File: src/rtl/pipeline_if_stage_if.sv
// Instruction-memory bus between the fetch stage (master) and the
// instruction memory (slave). A request is held with a stable address until
// the memory answers with ack; ack may arrive in the same cycle as the request.
interface pipeline_if_stage_if;
    logic        imem_req;
    logic [63:0] imem_addr;
    logic        imem_ack;
    logic [31:0] imem_rdata;

    modport master (
        output imem_req,
        output imem_addr,
        input  imem_ack,
        input  imem_rdata
    );

    modport slave (
        input  imem_req,
        input  imem_addr,
        output imem_ack,
        output imem_rdata
    );
endinterface

File: src/rtl/pipeline_if_stage.sv
// Instruction fetch stage: issues fetches on the imem bus, presents one
// registered instruction per cycle to ID, parks a response in a one-entry
// hold buffer when ID stalls, and redirects on a flush from EX. A flush that
// lands while a request is still outstanding waits for (and drops) the old
// response before fetching the new target.
// Optional feature: define IF_MISALIGN_CHECK_EN to trap flushes to targets
// that are not 4-byte aligned in a FAULT state (misalign_IF=1). Without it
// the low two bits of redirect_pc are forced to zero.
module pipeline_if_stage #(
    parameter logic [63:0] RESET_PC = 64'h0,
    parameter logic [31:0] NOP_INST = 32'h00000013
) (
    input  logic                       clk,
    input  logic                       reset,
    input  logic                       stall,
    input  logic                       flush,
    input  logic [63:0]                redirect_pc,
    pipeline_if_stage_if.master        imem,
    output logic [31:0]                instruction_IF,
    output logic [63:0]                pc_IF,
    output logic                       valid_IF,
    output logic                       misalign_IF
);

    typedef enum logic [2:0] {
        IDLE    = 3'd0,
        REQ     = 3'd1,
        HOLD    = 3'd2,
        DISCARD = 3'd3
`ifdef IF_MISALIGN_CHECK_EN
        , FAULT = 3'd4
`endif
    } state_t;

    state_t      state_r, state_s;
    logic [63:0] fetch_pc_r, fetch_pc_s;
    logic [31:0] hold_inst_r, hold_inst_s;
    logic [63:0] hold_pc_r, hold_pc_s;
    logic [31:0] inst_r, inst_s;
    logic [63:0] pc_r, pc_s;
    logic        valid_r, valid_s;
    logic        req_r, req_s;
    logic [63:0] addr_r, addr_s;
    logic [63:0] target_s;
    logic [31:0] bub_inst_s;
    logic [63:0] bub_pc_s;
    logic        bub_valid_s;

`ifdef IF_MISALIGN_CHECK_EN
    logic        misalign_r, misalign_s;
    assign target_s    = redirect_pc;
    assign misalign_IF = misalign_r;
`else
    logic        unused_lsb_s;
    assign target_s     = {redirect_pc[63:2], 2'b00};
    assign unused_lsb_s = ^redirect_pc[1:0];
    assign misalign_IF  = 1'b0;
`endif

    // Output values for a cycle that delivers nothing: hold while stalled,
    // otherwise present a bubble.
    assign bub_inst_s  = stall ? inst_r : NOP_INST;
    assign bub_pc_s    = stall ? pc_r : 64'd0;
    assign bub_valid_s = stall & valid_r;

    // Next-state, fetch pointer, hold buffer and ID-facing output selection.
    always_comb begin
        state_s     = state_r;
        fetch_pc_s  = fetch_pc_r;
        hold_inst_s = hold_inst_r;
        hold_pc_s   = hold_pc_r;
        inst_s      = inst_r;
        pc_s        = pc_r;
        valid_s     = valid_r;
`ifdef IF_MISALIGN_CHECK_EN
        misalign_s  = misalign_r;
`endif
        if (flush) begin
            // Redirect wins over stall; any parked or returning data is stale.
            inst_s      = NOP_INST;
            pc_s        = 64'd0;
            valid_s     = 1'b0;
            fetch_pc_s  = target_s;
            hold_inst_s = NOP_INST;
            hold_pc_s   = 64'd0;
            if (((state_r == REQ) || (state_r == DISCARD)) && !imem.imem_ack) begin
                state_s = DISCARD;
            end else begin
                state_s = REQ;
            end
`ifdef IF_MISALIGN_CHECK_EN
            if (redirect_pc[1:0] != 2'b00) begin
                state_s    = FAULT;
                pc_s       = redirect_pc;
                misalign_s = 1'b1;
            end else begin
                misalign_s = 1'b0;
            end
`endif
        end else begin
            case (state_r)
                IDLE: begin
                    state_s = REQ;
                    inst_s  = bub_inst_s;
                    pc_s    = bub_pc_s;
                    valid_s = bub_valid_s;
                end
                REQ: begin
                    if (imem.imem_ack) begin
                        fetch_pc_s = fetch_pc_r + 64'd4;
                        if (stall) begin
                            hold_inst_s = imem.imem_rdata;
                            hold_pc_s   = fetch_pc_r;
                            state_s     = HOLD;
                        end else begin
                            inst_s  = imem.imem_rdata;
                            pc_s    = fetch_pc_r;
                            valid_s = 1'b1;
                        end
                    end else begin
                        inst_s  = bub_inst_s;
                        pc_s    = bub_pc_s;
                        valid_s = bub_valid_s;
                    end
                end
                HOLD: begin
                    if (!stall) begin
                        inst_s  = hold_inst_r;
                        pc_s    = hold_pc_r;
                        valid_s = 1'b1;
                        state_s = REQ;
                    end else begin
                        state_s = HOLD;
                    end
                end
                DISCARD: begin
                    if (imem.imem_ack) begin
                        state_s = REQ;
                    end else begin
                        state_s = DISCARD;
                    end
                    inst_s  = bub_inst_s;
                    pc_s    = bub_pc_s;
                    valid_s = bub_valid_s;
                end
`ifdef IF_MISALIGN_CHECK_EN
                FAULT: begin
                    state_s = FAULT;
                end
`endif
                default: begin
                    state_s = IDLE;
                    inst_s  = NOP_INST;
                    pc_s    = 64'd0;
                    valid_s = 1'b0;
                end
            endcase
        end
    end

    // Registered bus request: DISCARD keeps the old address outstanding while
    // fetch_pc already points at the redirect target.
    assign req_s = (state_s == REQ) || (state_s == DISCARD);
    assign addr_s = (state_s == DISCARD) ? addr_r : fetch_pc_s;

    // State and output registers with synchronous reset.
    always_ff @(posedge clk) begin
        if (reset) begin
            state_r     <= IDLE;
            fetch_pc_r  <= RESET_PC;
            hold_inst_r <= NOP_INST;
            hold_pc_r   <= 64'd0;
            inst_r      <= NOP_INST;
            pc_r        <= 64'd0;
            valid_r     <= 1'b0;
            req_r       <= 1'b0;
            addr_r      <= RESET_PC;
`ifdef IF_MISALIGN_CHECK_EN
            misalign_r  <= 1'b0;
`endif
        end else begin
            state_r     <= state_s;
            fetch_pc_r  <= fetch_pc_s;
            hold_inst_r <= hold_inst_s;
            hold_pc_r   <= hold_pc_s;
            inst_r      <= inst_s;
            pc_r        <= pc_s;
            valid_r     <= valid_s;
            req_r       <= req_s;
            addr_r      <= addr_s;
`ifdef IF_MISALIGN_CHECK_EN
            misalign_r  <= misalign_s;
`endif
        end
    end

    assign imem.imem_req   = req_r;
    assign imem.imem_addr  = addr_r;
    assign instruction_IF  = inst_r;
    assign pc_IF           = pc_r;
    assign valid_IF        = valid_r;

endmodule
File: src/flat_wrapper.sv
// flat-port wrapper written by rule: the top's interface ports become plain ports
module pipeline_if_stage_flat 
#(
    parameter logic [63:0] RESET_PC = 64'h0,
    parameter logic [31:0] NOP_INST = 32'h00000013
)
  (clk, reset, stall, flush, redirect_pc, instruction_IF, pc_IF, valid_IF, misalign_IF, imem_imem_req, imem_imem_addr, imem_imem_ack, imem_imem_rdata);
  pipeline_if_stage_if imem_i ();
  input  logic clk;
  input  logic reset;
  input  logic stall;
  input  logic flush;
  input  logic [63:0] redirect_pc;
  output logic [31:0] instruction_IF;
  output logic [63:0] pc_IF;
  output logic valid_IF;
  output logic misalign_IF;
  output wire logic [$bits(imem_i.imem_req)-1:0] imem_imem_req;
  output wire logic [$bits(imem_i.imem_addr)-1:0] imem_imem_addr;
  input wire logic [$bits(imem_i.imem_ack)-1:0] imem_imem_ack;
  input wire logic [$bits(imem_i.imem_rdata)-1:0] imem_imem_rdata;
  assign imem_imem_req = imem_i.imem_req;
  assign imem_imem_addr = imem_i.imem_addr;
  assign imem_i.imem_ack = imem_imem_ack;
  assign imem_i.imem_rdata = imem_imem_rdata;
  pipeline_if_stage #(.RESET_PC(RESET_PC), .NOP_INST(NOP_INST)) u_core (.clk(clk), .reset(reset), .stall(stall), .flush(flush), .redirect_pc(redirect_pc), .imem(imem_i), .instruction_IF(instruction_IF), .pc_IF(pc_IF), .valid_IF(valid_IF), .misalign_IF(misalign_IF));
endmodule
File: config.mk
export PLATFORM = sky130hd
export DESIGN_NAME = pipeline_if_stage_flat
export DESIGN_NICKNAME = d
export VERILOG_FILES = /design/src/rtl/pipeline_if_stage_if.sv /design/src/rtl/pipeline_if_stage.sv /design/src/flat_wrapper.sv
export SDC_FILE = /design/constraint.sdc
export NUM_CORES = 1
export LEC_CHECK = 0
export BUFFER_PORTS_ARGS = -buffer_cell sky130_fd_sc_hd__buf_2
export CAP_MARGIN = 15
export CORE_MARGIN = 8
export CORE_UTILIZATION = 29
export DETAILED_ROUTE_END_ITERATION = 10
export MAX_ROUTING_LAYER = met4
export SLEW_MARGIN = 20
export SYNTH_ARGS = -nofsm -noshare
export SYNTH_HDL_FRONTEND = slang
export SYNTH_SLANG_ARGS = --single-unit
export TNS_END_PERCENT = 10
File: constraint.sdc
create_clock -name clk -period 3.8 [get_ports clk]
set_input_delay 0 -clock clk [delete_from_list [all_inputs] [get_ports clk]]
set_output_delay 0 -clock clk [all_outputs]
set_load 0.005 [all_outputs]
==> impl_metrics.tcl <==
set metrics [dict create \
    nNetsFinal 2132 \
    status "finished, final reports clean" \
    fmax_mhz 294.2 \
    synth_cell_types 58 \
    finalHoldViolations 0 \
    tightest_slew_ns 1.013 \
    die_y_um 233.3 \
    clock_sinks 325 \
    routedWlPerCell_um 19.08 \
    grt_max_degree 102 \
    synth-edff-count 0 \
    portBuffers 260 \
    vias_per_cell 5.193 \
    grt_pass1_vias 13340 \
    grt_overflow 0 \
    cts-buffers-inserted 38 \
    routed_wirelength_um 50900 \
    slew_headroom 0.3222 \
    drtAntennaViolNets 0 \
    drt-initial-drc-count 1049 \
    syn_to_final_growth_pct 30.90 \
    dpl.cell_count 2491 \
    cts_tree "done" \
    ys_top_cells_by_count "325 x dfxtp_1, 287 x nor2_1, 264 x nand2_1, 223 x a21oi_1, 125 x clkbuf_1" \
    layout.cells.non_filler 2668 \
    netlist_area_sq_mm 0.01369 \
    insertion_delay_ns 0.55 \
    synth_top_area_cell "dfxtp_1" \
    setup_viol 0 \
    worstSetupStartpointType "register" \
    nFillCells 4701 \
    holdCritPathClass "in -> reg" \
    rsz0062_at_grt "false" \
    p_leak_nw 6.737 \
    num_io_pins 264 \
    root_buffer "clkbuf_16" \
    cp_max_fo 8 \
    synth_top_area_frac 0.4752 \
    syn_inst 1743 \
    async_reset_ff_frac 0 \
    ys_seq_area_frac 0.4752 \
    fin_crit_sh 0.8945 \
    synth.area.top_cells "dfxtp_1 48%, a21oi_1 8.2%, nor2_1 7.9%" \
    final_area_sq_mm 0.01792 \
    finClkSkew_ns 0.02312 \
    vdd_drop_max_v 0.0002945 \
    gp_congestion 0.8297 \
    synth_flop_cell "dfxtp_1" \
    postSynthAreaPerCell_sq_um 7.855 \
    drc 0 \
    yosys_warnings 0 \
    clockBufferDepth 3 \
    critical_path_class "reg -> reg" \
    cp_slowest_cell "or4_4" \
    slowest_delay_ns 0.68 \
    dp_hpwl_um 33810 \
    path_clk_slew_ns 0.06 \
    tns_ns 0 \
    grt_usage 0.1842 \
    ys_ff_latch 325 \
    required_ns 4.22 \
    finalPower_mw 7.989 \
    rows 79 \
    firstDrtPassIters 6 \
    h-tree-depth 2 \
    p_per_area_mw_per_mm2 445.8 \
    utilization 0.3849 \
    drive_gt1_frac 0.1841 \
    cts_setup_buffers 0 \
    slew_violations 0 \
    core-area_sq_mm 0.04656 \
    grt_pass1_wl_um 77640 \
    die-area_sq_mm 0.05442 \
    cp-end-kind "register" \
    initial_utilization 0.2941 \
    die_w_um 233.3 \
    cp_cell_sequence "nand3_1 > or4_4 > or4_4 > o31a_1 > nor3_1 > nor3_1 > dlygate4sd3_1" \
    antenna_found_initial 0 \
    drv_cap 0 \
    post-synth-top-count-cell "dfxtp_1" \
    placedInstanceArea_sq_mm 0.01558 \
    fin_crit_ns 3.399 \
    vias 13860 \
    critPathArrivalTime_ns 3.82 \
]
power breakdown:
part           switching (mW)  internal (mW)
sequential              0.118           3.51
clock                    1.50           2.19
combinational           0.394          0.279
total                    2.01           5.97
critical path, delay by kind of cell, from the launching register on:
family                 cells  cell delay (ns)
and+or+nand+nor            5             1.87
buffers and inverters      1             0.58
DFF                        1             0.47
AOI/OAI and AO/OA          1             0.33
per-layer routing:
metal  GRT usage  up-vias  part of all wire
met2      0.2931      473              0.46
met3     0.02827       95             0.058
li1            -     6652                 -
met5           -        -                 0
met1      0.2341     6635              0.44
met4     0.06979        0             0.036
final timing paths:
check	from	end	slack (ns)	cells past startpoint
hold / removal	flush	u_core.fetch_pc_r[62]$_SDFF_PP0_	0.04	4
setup / recovery	u_core.fetch_pc_r[4]$_SDFF_PP0_	u_core.fetch_pc_r[61]$_SDFF_PP0_	0.40	7
setup reg to reg	u_core.fetch_pc_r[4]$_SDFF_PP0_	u_core.fetch_pc_r[61]$_SDFF_PP0_	0.40	7
hold reg to reg	u_core.hold_pc_r[22]$_SDFFE_PP0P_	u_core.hold_pc_r[22]$_SDFFE_PP0P_	0.45	2
logic make-up after synthesis:
group | count (synthesis) | synth area share
and+or+nand+nor | 748 | 0.2391
AOI/OAI and AO/OA | 460 | 0.2075
DFF | 325 | 0.4752
buffers and inverters | 163 | 0.04752
xor gates and xnor gates | 37 | 0.02367
muxes | 8 | 0.005849
adders and majority gates | 1 | 0.0009138
other | 1 | 0.0002739
stage by stage:
step	worst slack [ns]	hold WS, ns
global placement	0.8336	0.2360
global route	0.1747	0.02644
finish	0.4011	0.04280
floorplan	1.175	0.1242
detailed placement	0.8364	0.2525
CTS	0.4246	0.005244
sequential cells by signal, indices dropped and copies added, names as in the netlist:
register	count
u_core.hold_inst_r	32
u_core.fetch_pc_r	64
u_core.imem.imem_req	1
u_core.imem.imem_addr	64
u_core.instruction_IF	32
u_core.pc_IF	64
u_core.valid_IF	1
u_core.hold_pc_r	64
u_core.state_r	3
cell type report:
cell class,instances,area (sq um),area share
Antenna cell,2,5.005,0.0002793
Clock buffer,52,1064,0.05935
Inverter,11,41.29,0.002304
Multi-Input combinational cell,1256,6625,0.3697
Timing Repair Buffer,398,2723,0.1519
Clock inverter,17,197.7,0.01103
Tap cell,607,759.5,0.04238
Sequential cell,325,6506,0.3631
repair_timing:
| action | in CTS | in global routing |
|---|---|---|
| hold buffers | 105 | 0 |
| endpoints found under the setup margin | 0 | 0 |
| gates resized for setup | 0 | 0 |
| hold endpoints to repair | 186 | 0 |
placed cells by master, fill, tap and decap left out, types with 29 or more instances in the layout:
cell,count
a21oi_1,223
buf_2,259
a22oi_1,94
nor3_1,37
o21ai_0,29
nand3_1,52
nor2_1,284
dfxtp_1,325
nand2_1,262
dlygate4sd3_1,105
clkbuf_16,38
(Power assumes the default switching activity.)
